===== config.mk =====
export PLATFORM = sky130hd
export DESIGN_NAME = movegen_driver
export DESIGN_NICKNAME = d
export VERILOG_FILES = /design/src/rtl/movegen_pkg.sv /design/src/rtl/movegen_driver.sv
export SDC_FILE = /design/constraint.sdc
export NUM_CORES = 1
export LEC_CHECK = 0
export ABC_AREA = 1
export CAP_MARGIN = 10
export CORE_MARGIN = 2
export CORE_UTILIZATION = 45
export CTS_BUF_LIST = sky130_fd_sc_hd__clkbuf_2 sky130_fd_sc_hd__clkbuf_4 sky130_fd_sc_hd__clkbuf_8
export CTS_CLUSTER_DIAMETER = 150
export DETAILED_ROUTE_END_ITERATION = 10
export PLACE_DENSITY_LB_ADDON = 0.15
export SYNTH_ARGS = -nofsm -noshare
export SYNTH_HDL_FRONTEND = slang
export SYNTH_SLANG_ARGS = --single-unit

===== constraint.sdc =====
create_clock -name clk -period 4.4 [get_ports clk]
set_input_delay 0.66 -clock clk [delete_from_list [all_inputs] [get_ports clk]]
set_output_delay 0.66 -clock clk [all_outputs]
set_load 0.01 [all_outputs]

===== src/rtl/movegen_pkg.sv =====
// Shared definitions for the move-generator driver: accelerator register map,
// piece ids, board geometry and the driver FSM state encoding.
package movegen_pkg;

  localparam logic [3:0] REG_START_RESULT = 4'd0;
  localparam logic [3:0] REG_BOARD        = 4'd1;
  localparam logic [3:0] REG_PIECE        = 4'd2;
  localparam logic [3:0] REG_OUT          = 4'd3;

  localparam int BOARD_BYTES = 64;

  // White ids run 1..48; black pieces use the negated id of the same piece.
  localparam logic signed [7:0] EMPTY    = 8'sd0;
  localparam logic signed [7:0] WPAWN0   = 8'sd1;
  localparam logic signed [7:0] WBISHOP0 = 8'sd29;
  localparam logic signed [7:0] WQUEEN0  = 8'sd39;
  localparam logic signed [7:0] WKING    = 8'sd48;
  localparam logic signed [7:0] BPAWN0   = -8'sd1;
  localparam logic signed [7:0] BBISHOP0 = -8'sd29;
  localparam logic signed [7:0] BQUEEN0  = -8'sd39;
  localparam logic signed [7:0] BKING    = -8'sd48;

  typedef enum logic [2:0] {
    ST_IDLE      = 3'd0,
    ST_WR_BOARD  = 3'd1,
    ST_WR_OUT    = 3'd2,
    ST_WR_PIECE  = 3'd3,
    ST_WR_START  = 3'd4,
    ST_RD_RESULT = 3'd5,
    ST_RESP      = 3'd6
  } state_e;

endpackage


===== src/rtl/movegen_driver.sv =====
// Avalon-MM initiator that programs one move-generator accelerator per command,
// blocks on its result read and returns move count plus elapsed cycles.
module movegen_driver
  import movegen_pkg::*;
#(
  parameter int MAX_MOVES = 27,
  parameter int CNT_W     = 32
) (
  input  logic             clk,
  input  logic             rst_n,
  input  logic             cmd_valid,
  output logic             cmd_ready,
  input  logic [31:0]      cmd_board_addr,
  input  logic [31:0]      cmd_out_addr,
  input  logic [7:0]       cmd_piece,
  output logic             rsp_valid,
  input  logic             rsp_ready,
  output logic [31:0]      rsp_count,
  output logic [CNT_W-1:0] rsp_cycles,
  output logic             rsp_err,
  output logic [3:0]       mg_address,
  output logic             mg_read,
  output logic             mg_write,
  output logic [31:0]      mg_writedata,
  input  logic [31:0]      mg_readdata,
  input  logic             mg_waitrequest
);

  localparam logic [31:0]      MAX_MOVES_W = 32'(MAX_MOVES);
  localparam logic [CNT_W-1:0] CNT_MAX     = {CNT_W{1'b1}};
  localparam logic [CNT_W-1:0] CNT_ONE     = {{(CNT_W-1){1'b0}}, 1'b1};

  state_e           state_q, state_d;
  logic [31:0]      board_q, board_d;
  logic [31:0]      out_q, out_d;
  logic [7:0]       piece_q, piece_d;
  logic [CNT_W-1:0] cycles_q, cycles_d, cycles_inc;
  logic [31:0]      count_q, count_d;
  logic             err_q, err_d;
  logic             valid_q, valid_d;
  logic [3:0]       addr_q, addr_d;
  logic             read_q, read_d;
  logic             write_q, write_d;
  logic [31:0]      wdata_q, wdata_d;

  assign cycles_inc = (cycles_q == CNT_MAX) ? cycles_q : cycles_q + CNT_ONE;

  // Next-state, command latch, result capture and next-cycle bus decode.
  always_comb begin
    state_d  = state_q;
    board_d  = board_q;
    out_d    = out_q;
    piece_d  = piece_q;
    cycles_d = cycles_q;
    count_d  = count_q;
    err_d    = err_q;
    case (state_q)
      ST_IDLE: begin
        if (cmd_valid) begin
          state_d  = ST_WR_BOARD;
          board_d  = cmd_board_addr;
          out_d    = cmd_out_addr;
          piece_d  = cmd_piece;
          cycles_d = {CNT_W{1'b0}};
        end else begin
          state_d = ST_IDLE;
        end
      end
      ST_WR_BOARD: begin
        cycles_d = cycles_inc;
        state_d  = mg_waitrequest ? ST_WR_BOARD : ST_WR_OUT;
      end
      ST_WR_OUT: begin
        cycles_d = cycles_inc;
        state_d  = mg_waitrequest ? ST_WR_OUT : ST_WR_PIECE;
      end
      ST_WR_PIECE: begin
        cycles_d = cycles_inc;
        state_d  = mg_waitrequest ? ST_WR_PIECE : ST_WR_START;
      end
      ST_WR_START: begin
        cycles_d = cycles_inc;
        state_d  = mg_waitrequest ? ST_WR_START : ST_RD_RESULT;
      end
      ST_RD_RESULT: begin
        // The release edge freezes the counter rather than counting itself.
        if (!mg_waitrequest) begin
          state_d = ST_RESP;
          count_d = mg_readdata;
          err_d   = (mg_readdata > MAX_MOVES_W);
        end else begin
          cycles_d = cycles_inc;
        end
      end
      ST_RESP: begin
        if (rsp_ready) begin
          state_d = ST_IDLE;
        end else begin
          state_d = ST_RESP;
        end
      end
      default: state_d = ST_IDLE;
    endcase

    addr_d  = REG_START_RESULT;
    wdata_d = 32'h0000_0000;
    read_d  = 1'b0;
    write_d = 1'b0;
    case (state_d)
      ST_WR_BOARD: begin
        addr_d  = REG_BOARD;
        wdata_d = board_d;
        write_d = 1'b1;
      end
      ST_WR_OUT: begin
        addr_d  = REG_OUT;
        wdata_d = out_d;
        write_d = 1'b1;
      end
      ST_WR_PIECE: begin
        addr_d  = REG_PIECE;
        wdata_d = {{24{piece_d[7]}}, piece_d};
        write_d = 1'b1;
      end
      ST_WR_START: begin
        addr_d  = REG_START_RESULT;
        wdata_d = 32'h0000_0001;
        write_d = 1'b1;
      end
      ST_RD_RESULT: begin
        addr_d = REG_START_RESULT;
        read_d = 1'b1;
      end
      default: begin
        addr_d = REG_START_RESULT;
      end
    endcase
    valid_d = (state_d == ST_RESP);
  end

  // State and registered outputs with synchronous active-low reset.
  always_ff @(posedge clk) begin
    if (!rst_n) begin
      state_q  <= ST_IDLE;
      board_q  <= 32'h0000_0000;
      out_q    <= 32'h0000_0000;
      piece_q  <= 8'h00;
      cycles_q <= {CNT_W{1'b0}};
      count_q  <= 32'h0000_0000;
      err_q    <= 1'b0;
      valid_q  <= 1'b0;
      addr_q   <= 4'd0;
      read_q   <= 1'b0;
      write_q  <= 1'b0;
      wdata_q  <= 32'h0000_0000;
    end else begin
      state_q  <= state_d;
      board_q  <= board_d;
      out_q    <= out_d;
      piece_q  <= piece_d;
      cycles_q <= cycles_d;
      count_q  <= count_d;
      err_q    <= err_d;
      valid_q  <= valid_d;
      addr_q   <= addr_d;
      read_q   <= read_d;
      write_q  <= write_d;
      wdata_q  <= wdata_d;
    end
  end

  assign cmd_ready    = (state_q == ST_IDLE);
  assign rsp_valid    = valid_q;
  assign rsp_count    = count_q;
  assign rsp_cycles   = cycles_q;
  assign rsp_err      = err_q;
  assign mg_address   = addr_q;
  assign mg_read      = read_q;
  assign mg_write     = write_q;
  assign mg_writedata = wdata_q;

endmodule

After elaboration in Yosys (flattened, before gate mapping)
Index checks and enable logic that the tools add are counted.
Storage, ports and cells
  bits in registers: 179
  bits in latches: 0
  RAM bits: 0
  bits in read-only memories: 0
  input port bits: 109
  output and inout port bits: 105
  memories kept: 0
Cells by class
  $add $sub $neg: 1
  multipliers: 0
  div/mod/pow operators: 0
  order comparisons: 1
  equality and inequality tests: 15
  shift operators: 0
  mux-type cells: 22
  bitwise logic cells: 1
  reduce and logical (&&, ||, !) cells: 6
Operators by type and width (count)
  32-bit 2-to-1 mux: 7
  32-bit case mux with 4 select lines: 1
  32-bit case mux with 3 select lines: 1
  32-bit by 1-bit adder with 32-bit output, second input constant: 1
  32-bit equality test, second input constant: 1
  32-bit by 5-bit > comparator with 1-bit output, second input constant: 1
  3-bit case mux with 7 select lines: 1
  3-bit equality test, second input constant: 6
  8-bit 2-to-1 mux: 2
  3-bit by 2-bit equality test with 1-bit output, second input constant: 4
  3-bit 2-to-1 mux: 3
  4-bit OR reduction: 2
  3-bit by 1-bit equality test with 1-bit output, second input constant: 2
  2-bit case mux with 3 select lines: 1
  1-bit 2-to-1 mux: 5
  2-bit inequality test, second input constant: 2
  3-bit logical NOT: 1
  3-bit AND reduction: 1
  3-bit nonzero test: 1
  2-bit 2-to-1 mux: 1
  2-bit AND reduction: 1
  1-bit inverter: 1

Depth between registers and ports, before layout
  depth after elaboration: 5
  gate-level depth with buffers: 14
  gate-level depth less buffers: 12

Worst setup path before layout
No wires, ideal clock.
  path kind: reg-to-reg
  start: reg cycles_q[0], in the netlist rsp_cycles[0]
  end: reg cycles_q[30], in the netlist rsp_cycles[30]
  setup time: 0.132 ns
  arrival: 1.601 ns
  required time: 4.268 ns
  path slack: 2.667 ns
  stages on the path, launching flop included: 12
  path through: dfxtp_1 > ha_1 > nand2_1 > inv_1 > nand3_1 > nor2_2 > nand3_2 > nand2_4 > inv_2 > buf_2 > nand3_1 > a21oi_1
Between the ends
  cells in the longest elaborated chain, start to end: 4
  elaborated cells between the ends (all ways): 5
  those cells by class: add/sub: 1; eq/ne: 1; mux: 3
RTL lines
  start: declaration: line movegen_driver.sv:37  | logic [CNT_W-1:0] cycles_q, cycles_d, cycles_inc;
  start signal: assignment: line movegen_driver.sv:148  | cycles_q <= {CNT_W{1'b0}};
  start signal: assignment: line movegen_driver.sv:161  | cycles_q <= cycles_d;
  32-bit by 1-bit adder with 32-bit output / 32-bit equality test (equally long branches): line movegen_driver.sv:46  | assign cycles_inc = (cycles_q == CNT_MAX) ? cycles_q : cycles_q + CNT_ONE;
  32-bit 2-to-1 mux *: line movegen_driver.sv:46
  32-bit 2-to-1 mux: line movegen_driver.sv:87  | if (!mg_waitrequest) begin
  32-bit case mux with 3 select lines *: line movegen_driver.sv:57  | case (state_q)
Every way passes the cells marked *; elsewhere a longest branch is shown, timed or not. The select of a mux whose other input is x is not followed.
A chain may end at the register's enable or synchronous reset.

Final worst setup path
  start: in cmd_valid
  end: reg wdata_q[17], in the netlist mg_writedata[17]
Between the ends
  cells in the longest elaborated chain, start to end: 4
  elaborated cells between the ends (all ways): 13
  those cells by class: eq/ne: 4; mux: 9
RTL lines
  start: declaration: line movegen_driver.sv:11  | input logic cmd_valid,
  1-bit 2-to-1 mux: line movegen_driver.sv:59  | if (cmd_valid) begin
  3-bit case mux with 7 select lines: line movegen_driver.sv:57
  3-bit equality test, or another cell as far along: line movegen_driver.sv:109  | case (state_d)
  32-bit case mux with 4 select lines *: line movegen_driver.sv:109
  end signal: assignment: line movegen_driver.sv:168  | wdata_q <= wdata_d;
  end: declaration: line movegen_driver.sv:44  | logic [31:0] wdata_q, wdata_d;
Every way passes the cells marked *; elsewhere a longest branch is shown, timed or not.

==> flow_summary.yaml <==
clocking:
  cts_buffers: 17
  worstSkewPairLatency_ns: 0.46
  cts_setup_buffers: 0
  cts.sinks: 177
  ctsHoldBuffers: 0
  ctsLongestPathBuffers: 2
  cts_tree: "yes"
  root_buffer: "clkbuf_8"
  cts_resized: 0
  clk_pin_slew_ns: 0.10
  h-tree-depth: 4
global_routing:
  use_met3_pct: 6.66
  busiest_layer: "met2"
  grtUsageTotal_pct: 22.4
  grt_max_degree: 99
  grt_pass1_vias: 7461
  grt-ovfl-total: 0
  antenna_found_initial: 0
  grt_pass1_wl_microns: 36000
  grt_use_met1_pct: 29.7
  met2_usage_pct: 35.5
timing:
  finalHoldViolCount: 0
  clock.fmax_mhz: 362
  slew_headroom_pct: 37.7
  skew_ns: 0.0157
  setup_viol: 0
  period_needed_ns: 2.77
  rsz0062_at_grt: "false"
  maxSlewViolCount: 0
  fin_crit_sh_pct: 62.9
  tightest_slew_ns: 0.934
  fin_setup_tns_ns: 0
synthesis:
  yosys.area.top_type_share_pct: 41.9
  syn-instance-count: 1310
  netlist.top_cell.by_area: "dfxtp_1"
  synth_seq_cells: 177
  ys_async_sr_fraction_pct: 0
  synth_cell_types: 34
  synth_edf_count: 0
  synth_warnings: 0
  synth-seq-area-share_pct: 41.9
  syn_area_sq_um: 8470
  ys.flop_type: "dfxtp_1"
  synthTopCellsByArea: "dfxtp_1, nor2_1, nand2_1, inv_1, nand3_1"
  syn-mean-instance-area_sq_um: 6.46
die:
  die_y_microns: 141
  core_sq_um: 18600
  initial_core_util_pct: 45.6
  row_count: 50
  die_area_sq_um: 19900
  ioPinCount: 214
  die_w_microns: 141
power_and_ir_drop:
  seqPwrFrac_pct: 46.7
  leakage_nw: 5.08
  ir_worst_vdd_v: 0.000213
  cellPowerDensity_nw_per_um2: 339
  power_w: 0.00374
  clkPwrFrac_pct: 33.2
  pwr-share-comb_pct: 20.1
  p_int_w: 0.00268
  p_sw_w: 0.00106
  swShare_pct: 28.4
detailed_routing:
  wl_per_cell_microns: 12.8
  drt_iter0_drc: 441
  drt-total-wl_microns: 22300
  drc: 0
  antenna_left: 0
  vias: 8233
  firstDrtPassIters: 4
  routed_via_density: 4.75
critical_path:
  start_kind: "input port"
  r2r_slack_ns: 1.77
  critical_path_class: "in -> reg"
  crit_start: "cmd_valid"
  reg2reg_depth: 10
  r2r_start: "state_q[0]$_SDFF_PN0_"
  r2r_end: "mg_writedata[17]$_SDFF_PN0_"
  worstPathRequired_ns: 4.80
  cp_max_fo: 49
  critPathCaptureType: "register"
  arrival_ns: 3.17
cells_and_area:
  finalInstanceArea_sq_um: 11000
  utilization_pct: 59.4
  area_growth_syn_to_layout_pct: 30.4
  drive_gt1_share_pct: 5.07
  final_net_count: 1597
  n_antenna_cell: 0
  finalNonFillerCells: 1733
  fillers: 1747
  multi_input_area_sq_um: 3730
  seq_area_sq_um: 3540
placed_design:
  hpwl_microns: 15300
  placed_cell_area_sq_um: 10600
  port_buffers: 211
  post-place-cells: 1702
  gp_congestion: 0.878
hold_path:
  hold_path_depth: 2
  hold_class: "reg -> reg"
  holdPathEnd: "rsp_count[12]$_SDFFE_PN0P_"
  hp-start: "rsp_count[12]$_SDFFE_PN0P_"
status:
  outcome: "finished clean"
job:
  max-cap-violations: 0
==> stage by stage <==
| step | worst slack [ns] | hold slack (ns) |
|---|---|---|
| floorplan | 2.67 | 0.494 |
| global placement | 1.12 | 0.478 |
| detailed placement | 1.09 | 0.490 |
| CTS | 1.61 | 0.506 |
| global route | 1.36 | 0.541 |
| finish | 1.63 | 0.502 |
==> synth_stat cells (2+ instances only) <==
cell type and n:
nand3_2 4, a21oi_1 20, nand4_1 3, nand3_1 109, buf_1 2, buf_6 5
clkbuf_1 27, nor4_1 6, buf_2 17, o21a_1 32, xor2_1 5, buf_4 11
nor3b_1 2, nor3_1 45, inv_1 225, nand2_1 265, o21ai_0 38, dfxtp_1 177
nor2_1 278, nand2_2 4, o21ai_1 2, inv_2 5, nor2_2 17
==> worst max-delay path by stage <==
stage / to / slack [ns] / cells past startpoint
final: mg_writedata[17]$_SDFF_PN0_ / 1.63 / 8
after detailed placement: rsp_cycles[12]$_SDFFE_PN0P_ / 1.09 / 7
after CTS: mg_writedata[17]$_SDFF_PN0_ / 1.61 / 8
after floorplan: rsp_cycles[30]$_SDFFE_PN0P_ / 2.67 / 11
after global routing: mg_writedata[29]$_SDFF_PN0_ / 1.36 / 8
after global placement: rsp_cycles[12]$_SDFFE_PN0P_ / 1.12 / 7
==> worst max-delay path, stage by stage <==
cell	delay, ns
clkdlybuf4s50_1	0.50
nand2_4	0.41
nand2_2	0.41
nor2_4	0.79
nand2_1	0.13
nand3_1	0.12
nand2_1	0.07
inv_1	0.07
==> cells in the final DEF (no fill, tap or decap), drive strengths merged <==
| cell type | n |
|---|---|
| clkdlybuf4s50 | 210 |
| o21a | 32 |
| bufinv | 4 |
| nand4 | 3 |
| nor4 | 6 |
| nand2 | 270 |
| nand3b | 1 |
| buf | 9 |
| conb | 2 |
| nor3b | 2 |
| inv | 232 |
| dfxtp | 177 |
| a31oi | 1 |
| clkinv | 3 |
| a21oi | 21 |
| o21ai | 40 |
| nor2 | 296 |
| ha | 1 |
| xnor2 | 1 |
| nand3 | 113 |
| clkinvlp | 3 |
| nor3 | 46 |
| o21bai | 1 |
| xor2 | 5 |
| clkbuf | 20 |
==> flip-flops by register name, summed over array words and instances, names as in the netlist <==
| signal | flops |
|---|---|
| rsp_err | 1 |
| state_q | 3 |
| out_q | 32 |
| mg_writedata | 32 |
| rsp_cycles | 32 |
| rsp_valid | 1 |
| rsp_count | 32 |
| mg_read | 1 |
| board_q | 32 |
| piece_q | 8 |
| mg_write | 1 |
| mg_address | 2 |
==> power groups by stage <==
stage | clock network (W) | registers, W | logic, W
6_report | 0.00124 | 0.00175 | 0.000753
5_1_grt | 0.00133 | 0.00176 | 0.000853
2_1_floorplan | 0 | 0.00180 | 0.000471
3_5_place_dp | 0 | 0.00178 | 0.000753
4_1_cts | 0.00127 | 0.00175 | 0.000758
3_3_place_gp | 0 | 0.00178 | 0.000745
==> logic make-up after synthesis <==
kind of cell,synth area share (%)
AND/OR/NAND/NOR,36.5
buffers and inverters,14.2
flip-flops,41.9
AO/OA/AOI/OAI,6.65
XOR/XNOR,0.621
adder cells (fa/ha/maj),0.148
other,0.0443
==> cell type report <==
type	count	share of cell area, %
sequential	177	32.1
clock buffer	20	2.32
timing repair buffer	219	19.6
clock inverter	11	1.63
tap	234	2.65
inverter	231	7.86
multi-input combinational	841	33.8
==> layer usage <==
metal  vias to the layer above  share of wire, %
li1                       4303                 -
met1                      3697                47
met2                       213                44
met3                        20               7.3
met4                         0               1.4
met5                         -                 0
Power figures use the tool's default switching activity.
